`src/rtl/reg_status_file.sv`:
```
// Architectural register file with per-register rename status (busy + ROB tag).
// Dispatch renames destinations, ROB commit writes values and retires matching renames.
module reg_status_file #(
  parameter int XLEN = 32,
  parameter int NREG = 32,
  parameter int TAGW = 3
) (
  input  logic            clk,
  input  logic            rst_n,
  input  logic            rn_valid,
  input  logic [4:0]      rn_rd,
  input  logic [TAGW-1:0] rn_tag,
  input  logic [4:0]      rs1_idx,
  input  logic [4:0]      rs2_idx,
  output logic [XLEN-1:0] rs1_data,
  output logic            rs1_ready,
  output logic [TAGW-1:0] rs1_tag,
  output logic [XLEN-1:0] rs2_data,
  output logic            rs2_ready,
  output logic [TAGW-1:0] rs2_tag,
  input  logic            commit_valid,
  input  logic [4:0]      commit_idx,
  input  logic [XLEN-1:0] commit_data,
  input  logic [TAGW-1:0] commit_tag,
  input  logic            flush,
  output logic [5:0]      busy_count
);

  typedef struct packed {
    logic [XLEN-1:0] data;
    logic            ready;
    logic [TAGW-1:0] tag;
  } rd_t;

  logic [XLEN-1:0] regs_q [NREG];
  logic [TAGW-1:0] tag_q  [NREG];
  logic [NREG-1:0] busy_q;

  logic commit_wr;
  logic commit_clr;
  logic rn_wr;

  assign commit_wr  = commit_valid && (commit_idx != 5'd0);
  assign commit_clr = commit_wr && busy_q[commit_idx] && (tag_q[commit_idx] == commit_tag);
  assign rn_wr      = rn_valid && (rn_rd != 5'd0);

  // Rename is applied after commit-clear so it wins on the same register.
  always_ff @(posedge clk) begin
    if (!rst_n) begin
      for (int i = 0; i < NREG; i++) begin
        regs_q[i] <= '0;
        tag_q[i]  <= '0;
      end
      busy_q <= '0;
    end else begin
      if (commit_wr)
        regs_q[commit_idx] <= commit_data;
      if (flush) begin
        busy_q <= '0;
      end else begin
        if (commit_clr)
          busy_q[commit_idx] <= 1'b0;
        if (rn_wr) begin
          busy_q[rn_rd] <= 1'b1;
          tag_q[rn_rd]  <= rn_tag;
        end
      end
    end
  end

  function automatic rd_t read_port(input logic [4:0] idx);
    rd_t r;
    r.data  = regs_q[idx];
    r.ready = 1'b0;
    r.tag   = tag_q[idx];
    if (idx == 5'd0) begin
      r.data  = '0;
      r.ready = 1'b1;
      r.tag   = '0;
    end else if (!busy_q[idx]) begin
      r.ready = 1'b1;
    end else if (commit_valid && (commit_idx == idx) && (commit_tag == tag_q[idx])) begin
      // Producer is committing right now: forward its value.
      r.data  = commit_data;
      r.ready = 1'b1;
    end
    return r;
  endfunction

  rd_t rd1;
  rd_t rd2;

  always_comb begin
    rd1 = read_port(rs1_idx);
    rd2 = read_port(rs2_idx);
  end

  assign rs1_data  = rd1.data;
  assign rs1_ready = rd1.ready;
  assign rs1_tag   = rd1.tag;
  assign rs2_data  = rd2.data;
  assign rs2_ready = rd2.ready;
  assign rs2_tag   = rd2.tag;

  always_comb begin
    busy_count = '0;
    for (int i = 0; i < NREG; i++)
      busy_count = busy_count + 6'(busy_q[i]);
  end

endmodule

```
`config.mk`:
```
export PLATFORM = sky130hd
export DESIGN_NAME = reg_status_file
export DESIGN_NICKNAME = d
export VERILOG_FILES = /design/src/rtl/reg_status_file.sv
export SDC_FILE = /design/constraint.sdc
export NUM_CORES = 2
export LEC_CHECK = 0
export ABC_AREA = 1
export ABC_CLOCK_PERIOD_IN_PS = 6300
export BUFFER_PORTS_ARGS = -buffer_cell sky130_fd_sc_hd__buf_4
export CAP_MARGIN = 40
export CORE_MARGIN = 5
export CORE_UTILIZATION = 25
export CTS_CLUSTER_SIZE = 25
export DETAILED_ROUTE_END_ITERATION = 8
export PLACE_DENSITY = 0.41
export SETUP_SLACK_MARGIN = 0.1
export SLEW_MARGIN = 30
export SYNTH_ARGS = -nofsm -noshare
export SYNTH_HDL_FRONTEND = slang
export SYNTH_SLANG_ARGS = --single-unit
```
`constraint.sdc`:
```
create_clock -name clk -period 6.3 [get_ports clk]
set_input_delay 0.315 -clock clk [delete_from_list [all_inputs] [get_ports clk]]
set_output_delay 0.315 -clock clk [all_outputs]
set_load 0.02 [all_outputs]
```
-- Word level (Yosys, flattened, before mapping)
Memory sizes are Yosys's and may differ from the RTL's.
Index checks and enable logic that the tools add are counted.
- memories: 2
- logic and storage cells: 104
- register bits after elaboration: 32
- memory bits (writable): 1120
- memories (name ; depth ; width ; rd ports ; clocked after Yosys merged registers in ; wr ports ; line ; text):
    regs_q ; 32 ; 32 ; 2 ; 0 ; 32 ; 35 ; logic [XLEN-1:0] regs_q [NREG];
    tag_q ; 32 ; 3 ; 3 ; 0 ; 32 ; 36 ; logic [TAGW-1:0] tag_q [NREG];
- order comparisons: 6
- equal/unequal tests: 5
- bitwise logic cells: 4
- add/sub/neg operators: 31
- muxes and demuxes: 38
- reduce and logical (&&, ||, !) cells: 17
- operators by type and width (cell ; count):
    2-to-1 mux 32 bit ; 7
    adder 6 x 1 -> 6 bit ; 26
    2-to-1 mux 33 bit ; 4
    AND 32 bit ; 1
    NOT 32 bit ; 1
    bitwise OR 32 bit ; 1
    OR reduction 32 bit ; 1
    < comparator 5 x 6 -> 1 bit, second input constant ; 4
    2-to-1 mux 1 bit ; 17
    binary-select mux 1 bit (select 5 bit) ; 3
    demux 1 bit (select 5 bit) ; 2
    == test 5 bit ; 2
    >= comparator 5 x 1 -> 1 bit, second input constant ; 2
    logical AND 1 bit ; 10
    zero test 5 bit ; 2
    2-to-1 mux 5 bit ; 2
    nonzero test 5 bit ; 2
    == test 3 bit ; 3
    2-to-1 mux 3 bit ; 3
    adder 5 x 1 -> 6 bit ; 1
    adder 4 x 1 -> 5 bit ; 1
    adder 3 x 1 -> 4 bit ; 1
    adder 2 x 1 -> 3 bit ; 1
    OR reduction 3 bit ; 1
    other kinds (3) ; 3

-- Logic depth before layout (Yosys ltp)
- depth after elaboration: 31
- depth in mapped cells: 19
- mapped depth without buffers: 16

-- Worst setup path after synthesis
Ideal clock, no wire load.
- path type: flip-flop to output port
- start point: register busy_q[23]
- end point: output busy_count[4]
- data required time: 5.985 ns
- stages on the path, launching flop included: 15
- path buffers: 0
- arrival time: 4.494 ns
- path slack: 1.491 ns
- cell sequence: dfxtp_1 > inv_1 > fa_1 > fa_1 > fa_1 > fa_1 > fa_1 > fa_1 > inv_1 > ha_1 > fa_1 > a21oi_1 > nor2_1 > nor2_1 > xnor2_1
- longest elaborated chain between the ends: 9
- RTL lines (element ; line ; text):
    from (decl) ; 37 ; logic [NREG-1:0] busy_q;
    from (signal assigned) ; 54 ; busy_q <= '0;
    from (signal assigned) ; 59 ; busy_q <= '0;
    from (signal, indexed assignment) ; 62 ; busy_q[commit_idx] <= 1'b0;
    adder 6 x 1 -> 6 bit (9 in a row) ; 108 ; busy_count = busy_count + 6'(busy_q[i]);
    to (decl) ; 26 ; output logic [5:0] busy_count
No other way between the ends.

-- Worst setup path in the final report
Ends and elaborated chain as after synthesis.

==> flow_metrics.tcl <==
set metrics [dict create \
    post-route-min-period_ns 6.00 \
    critPathKind "register to output pin" \
    cp.arrival_ns 5.68 \
    min_to "busy_q[3]" \
    p_leak_uw 0.0291 \
    insertion_delay_ns 0.81 \
    hpwl_mm 178 \
    fin_crit_sh_pct 95.2 \
    cpPeakStageDelay_ns 0.57 \
    vias 61554 \
    critPathRequiredTime_ns 5.98 \
    grtUsageTotal_pct 22.0 \
    syn_area_sq_um 65700 \
    die_width_um 522 \
    r2r_slack_ns 3.73 \
    drv_slew 0 \
    post_cts_buffers 0 \
    htree_levels 4 \
    drt_iter0_drc 7496 \
    synth.ff_latch_count 1152 \
    antenna_left 0 \
    fmax_mhz 167 \
    dieHeight_um 522 \
    worstHoldStart "rn_rd[3]" \
    crit_slowest_cell "fa_1" \
    p_total_uw 20100 \
    ff2ff_path_depth 12 \
    grt_max_degree 169 \
    timing.setup.tns_ns 0 \
    area_delta_synth_final_pct 14.0 \
    finalHoldViolCount 0 \
    crit_path_end_kind "output pin" \
    place_congestion 0.878 \
    drcViolationCount 0 \
    cts_buffer_depth 3 \
    rsz0062_at_grt "no" \
    irDropWorstVdd_mv 0.286 \
    path_clk_slew_ns 0.07 \
    place_ws_ns 1.09 \
    yosysWarningCount 0 \
    hold_slack_ns 0.0888 \
    r2r_end "busy_q[9]" \
    cts_made_buffers 144 \
    cts_tree "yes" \
    firstDrtPassIters 8 \
    grt_pass1_wl_mm 440 \
    initial_core_util_pct 25.1 \
    p_clk_share_pct 40.1 \
    overflow 0 \
    via_per_inst 5.31 \
    switching_share_pct 29.7 \
    coreArea_sq_um 262000 \
    p_switching_uw 5960 \
    cts_root_buf "clkbuf_16" \
    crit_path_frequent_cell "fa_1" \
    maxCapViolations 0 \
    ys_seq_area_share_pct 52.2 \
    fill_cells 27860 \
    drive_gt1_share_pct 7.73 \
    grt_pass1_vias 59059 \
    wirelength_mm 312 \
    syn-instance-count 8189 \
    synth.avg_cell_area_sq_um 8.02 \
    pwr-share-comb_pct 14.9 \
    fin_nets 8064 \
    hp-class "input port to register" \
    post_drt_wl_per_cell_um 26.9 \
    power.density_nw_per_um2 268 \
    setup_viol 0 \
    setup_ws_ns 0.304 \
    antenna_found_initial 5 \
    rows 188 \
    die_area_sq_um 273000 \
    cp-start-kind "register" \
    io_buffers 140 \
    relSlewSlack_pct 30.4 \
    internal_power_uw 14100 \
    pwr-share-seq_pct 44.9 \
    clock_sinks 1152 \
    outcome "complete, no violations" \
    timing.rr.start "tag_q[9][1]" \
    worst-path-max-fanout 3 \
    hold_path_depth 4 \
    crit_chain "inv_1, fa_1, fa_1, fa_1, fa_1, fa_1, fa_1, inv_1, ha_1, fa_2, a21oi_2, nor2_1, nor2_1, xnor2_1, buf_4" \
    io_pins 141 \
    tightest_slew_ns 1.04 \
    ys_types 45 \
    fin_worst_skew_ns 0.0332 \
    postLayoutCoreUtil_pct 28.6 \
]
-- layout by cell type, fill, tap and decap left out, types with 146 or more instances in the layout --
cell type,synthesis,final
inv_1,307,300
edfxtp_1,1120,1120
nor2_1,1311,1310
buf_4,32,279
nand3_1,798,797
a21oi_1,857,856
nand2_1,2122,2060
o21ai_0,473,473
clkbuf_16,0,146
a211oi_1,173,173
-- cell type report --
type / instances / area (sq um) / share of cell area (%)
repair buffers: 341 / 3240 / 4.33
clock inverters: 65 / 562 / 0.751
diodes: 2 / 5.00 / 0.00669
clock buffers: 186 / 3820 / 5.11
inverters: 318 / 1240 / 1.66
well taps: 3515 / 4400 / 5.88
multi-input cells: 6013 / 27300 / 36.5
flip-flops and latches: 1152 / 34300 / 45.8
-- state kept, by name, indices dropped and copies added (netlist names) --
signal / flops
busy_q: 32
regs_q: 1024
tag_q: 96
-- how the worst max path moves through the flow --
stage,cells after the start,endpoint,start,slack [ns]
after floorplan,14,busy_count[4],busy_q[23],1.49
after global placement,15,busy_count[4],busy_q[23],0.98
after detailed placement,15,busy_count[4],busy_q[23],1.09
after CTS,15,busy_count[4],busy_q[23],0.14
after global routing,15,busy_count[4],busy_q[23],0.12
final,15,busy_count[4],busy_q[23],0.30
-- metrics by stage --
step	area [sq um]	std cells
finish	74800	11592
global route	74800	11592
CTS	74800	11588
detailed placement	70300	11328
global placement	69900	11306
floorplan	65800	8223
-- synth_stat cells (all sizes together) --
cell / number / area [sq um]
fa: 24 / 480
nand3: 800 / 4020
nand2: 2123 / 7980
dfxtp: 32 / 641
a221o: 2 / 20.0
a22oi: 61 / 458
buf: 322 / 1690
ha: 7 / 87.6
a32o: 2 / 20.0
a211oi: 173 / 1300
a21o: 2 / 15.0
clkbuf: 418 / 1570
o22ai: 77 / 488
conb: 1 / 3.75
xnor2: 2 / 17.5
nor4: 3 / 18.8
nor2: 1320 / 5010
nand4: 4 / 25.0
o2111ai: 1 / 8.76
o221ai: 1 / 8.76
o21ai: 479 / 2400
inv: 315 / 1180
o21a: 1 / 7.51
edfxtp: 1120 / 33600
clkinv: 3 / 11.3
a21oi: 857 / 4290
a31oi: 11 / 68.8
o211ai: 1 / 7.51
nor3: 11 / 55.1
a221oi: 12 / 105
xor2: 4 / 35.0
-- critical path: cells and delay by family (launching register included) --
family | cells | cell delay, ns
and+or+nand+nor | 2 | 0.19
buffers and inverters | 3 | 0.31
xor gates and xnor gates | 1 | 0.14
adders and majority gates | 8 | 3.71
AOI/OAI and AO/OA | 1 | 0.17
DFF | 1 | 0.36
-- kinds of logic after synthesis --
group / count (synthesis) / share of synthesized area, %
AND/OR/NAND/NOR: 4261 / 26.1
AO/OA/AOI/OAI: 1680 / 14.0
flip-flops: 1152 / 52.2
XOR/XNOR: 6 / 0.0800
other: 1 / 0.00571
buffers and inverters: 1058 / 6.78
adder cells (fa/ha/maj): 31 / 0.865
-- layer usage --
layer / share of wire [%] / track usage, % / wire [um]
met1: 44 / 30.8 / 136000
met2: 44 / 34.1 / 138000
met3: 8.1 / 3.78 / 25400
met4: 4.0 / 8.14 / 12300
met5: 0 / 0 / 0
-- power by group through the flow --
| stage | clock, uW | sequential [uW] | combinational [uW] |
|---|---|---|---|
| global route | 8540 | 9070 | 3210 |
| CTS | 8230 | 9020 | 2970 |
| detailed placement | 0 | 9170 | 2960 |
| global placement | 0 | 9170 | 2920 |
| finish | 8060 | 9020 | 3000 |
| floorplan | 0 | 9120 | 1700 |
-- what timing repair did --
item	4_1_cts	5_1_grt
hold endpoints to repair	12	0
resized for setup	0	2
hold buffers	9	0
endpoints found under the setup margin	0	1
Power figures use the tool's default switching activity.
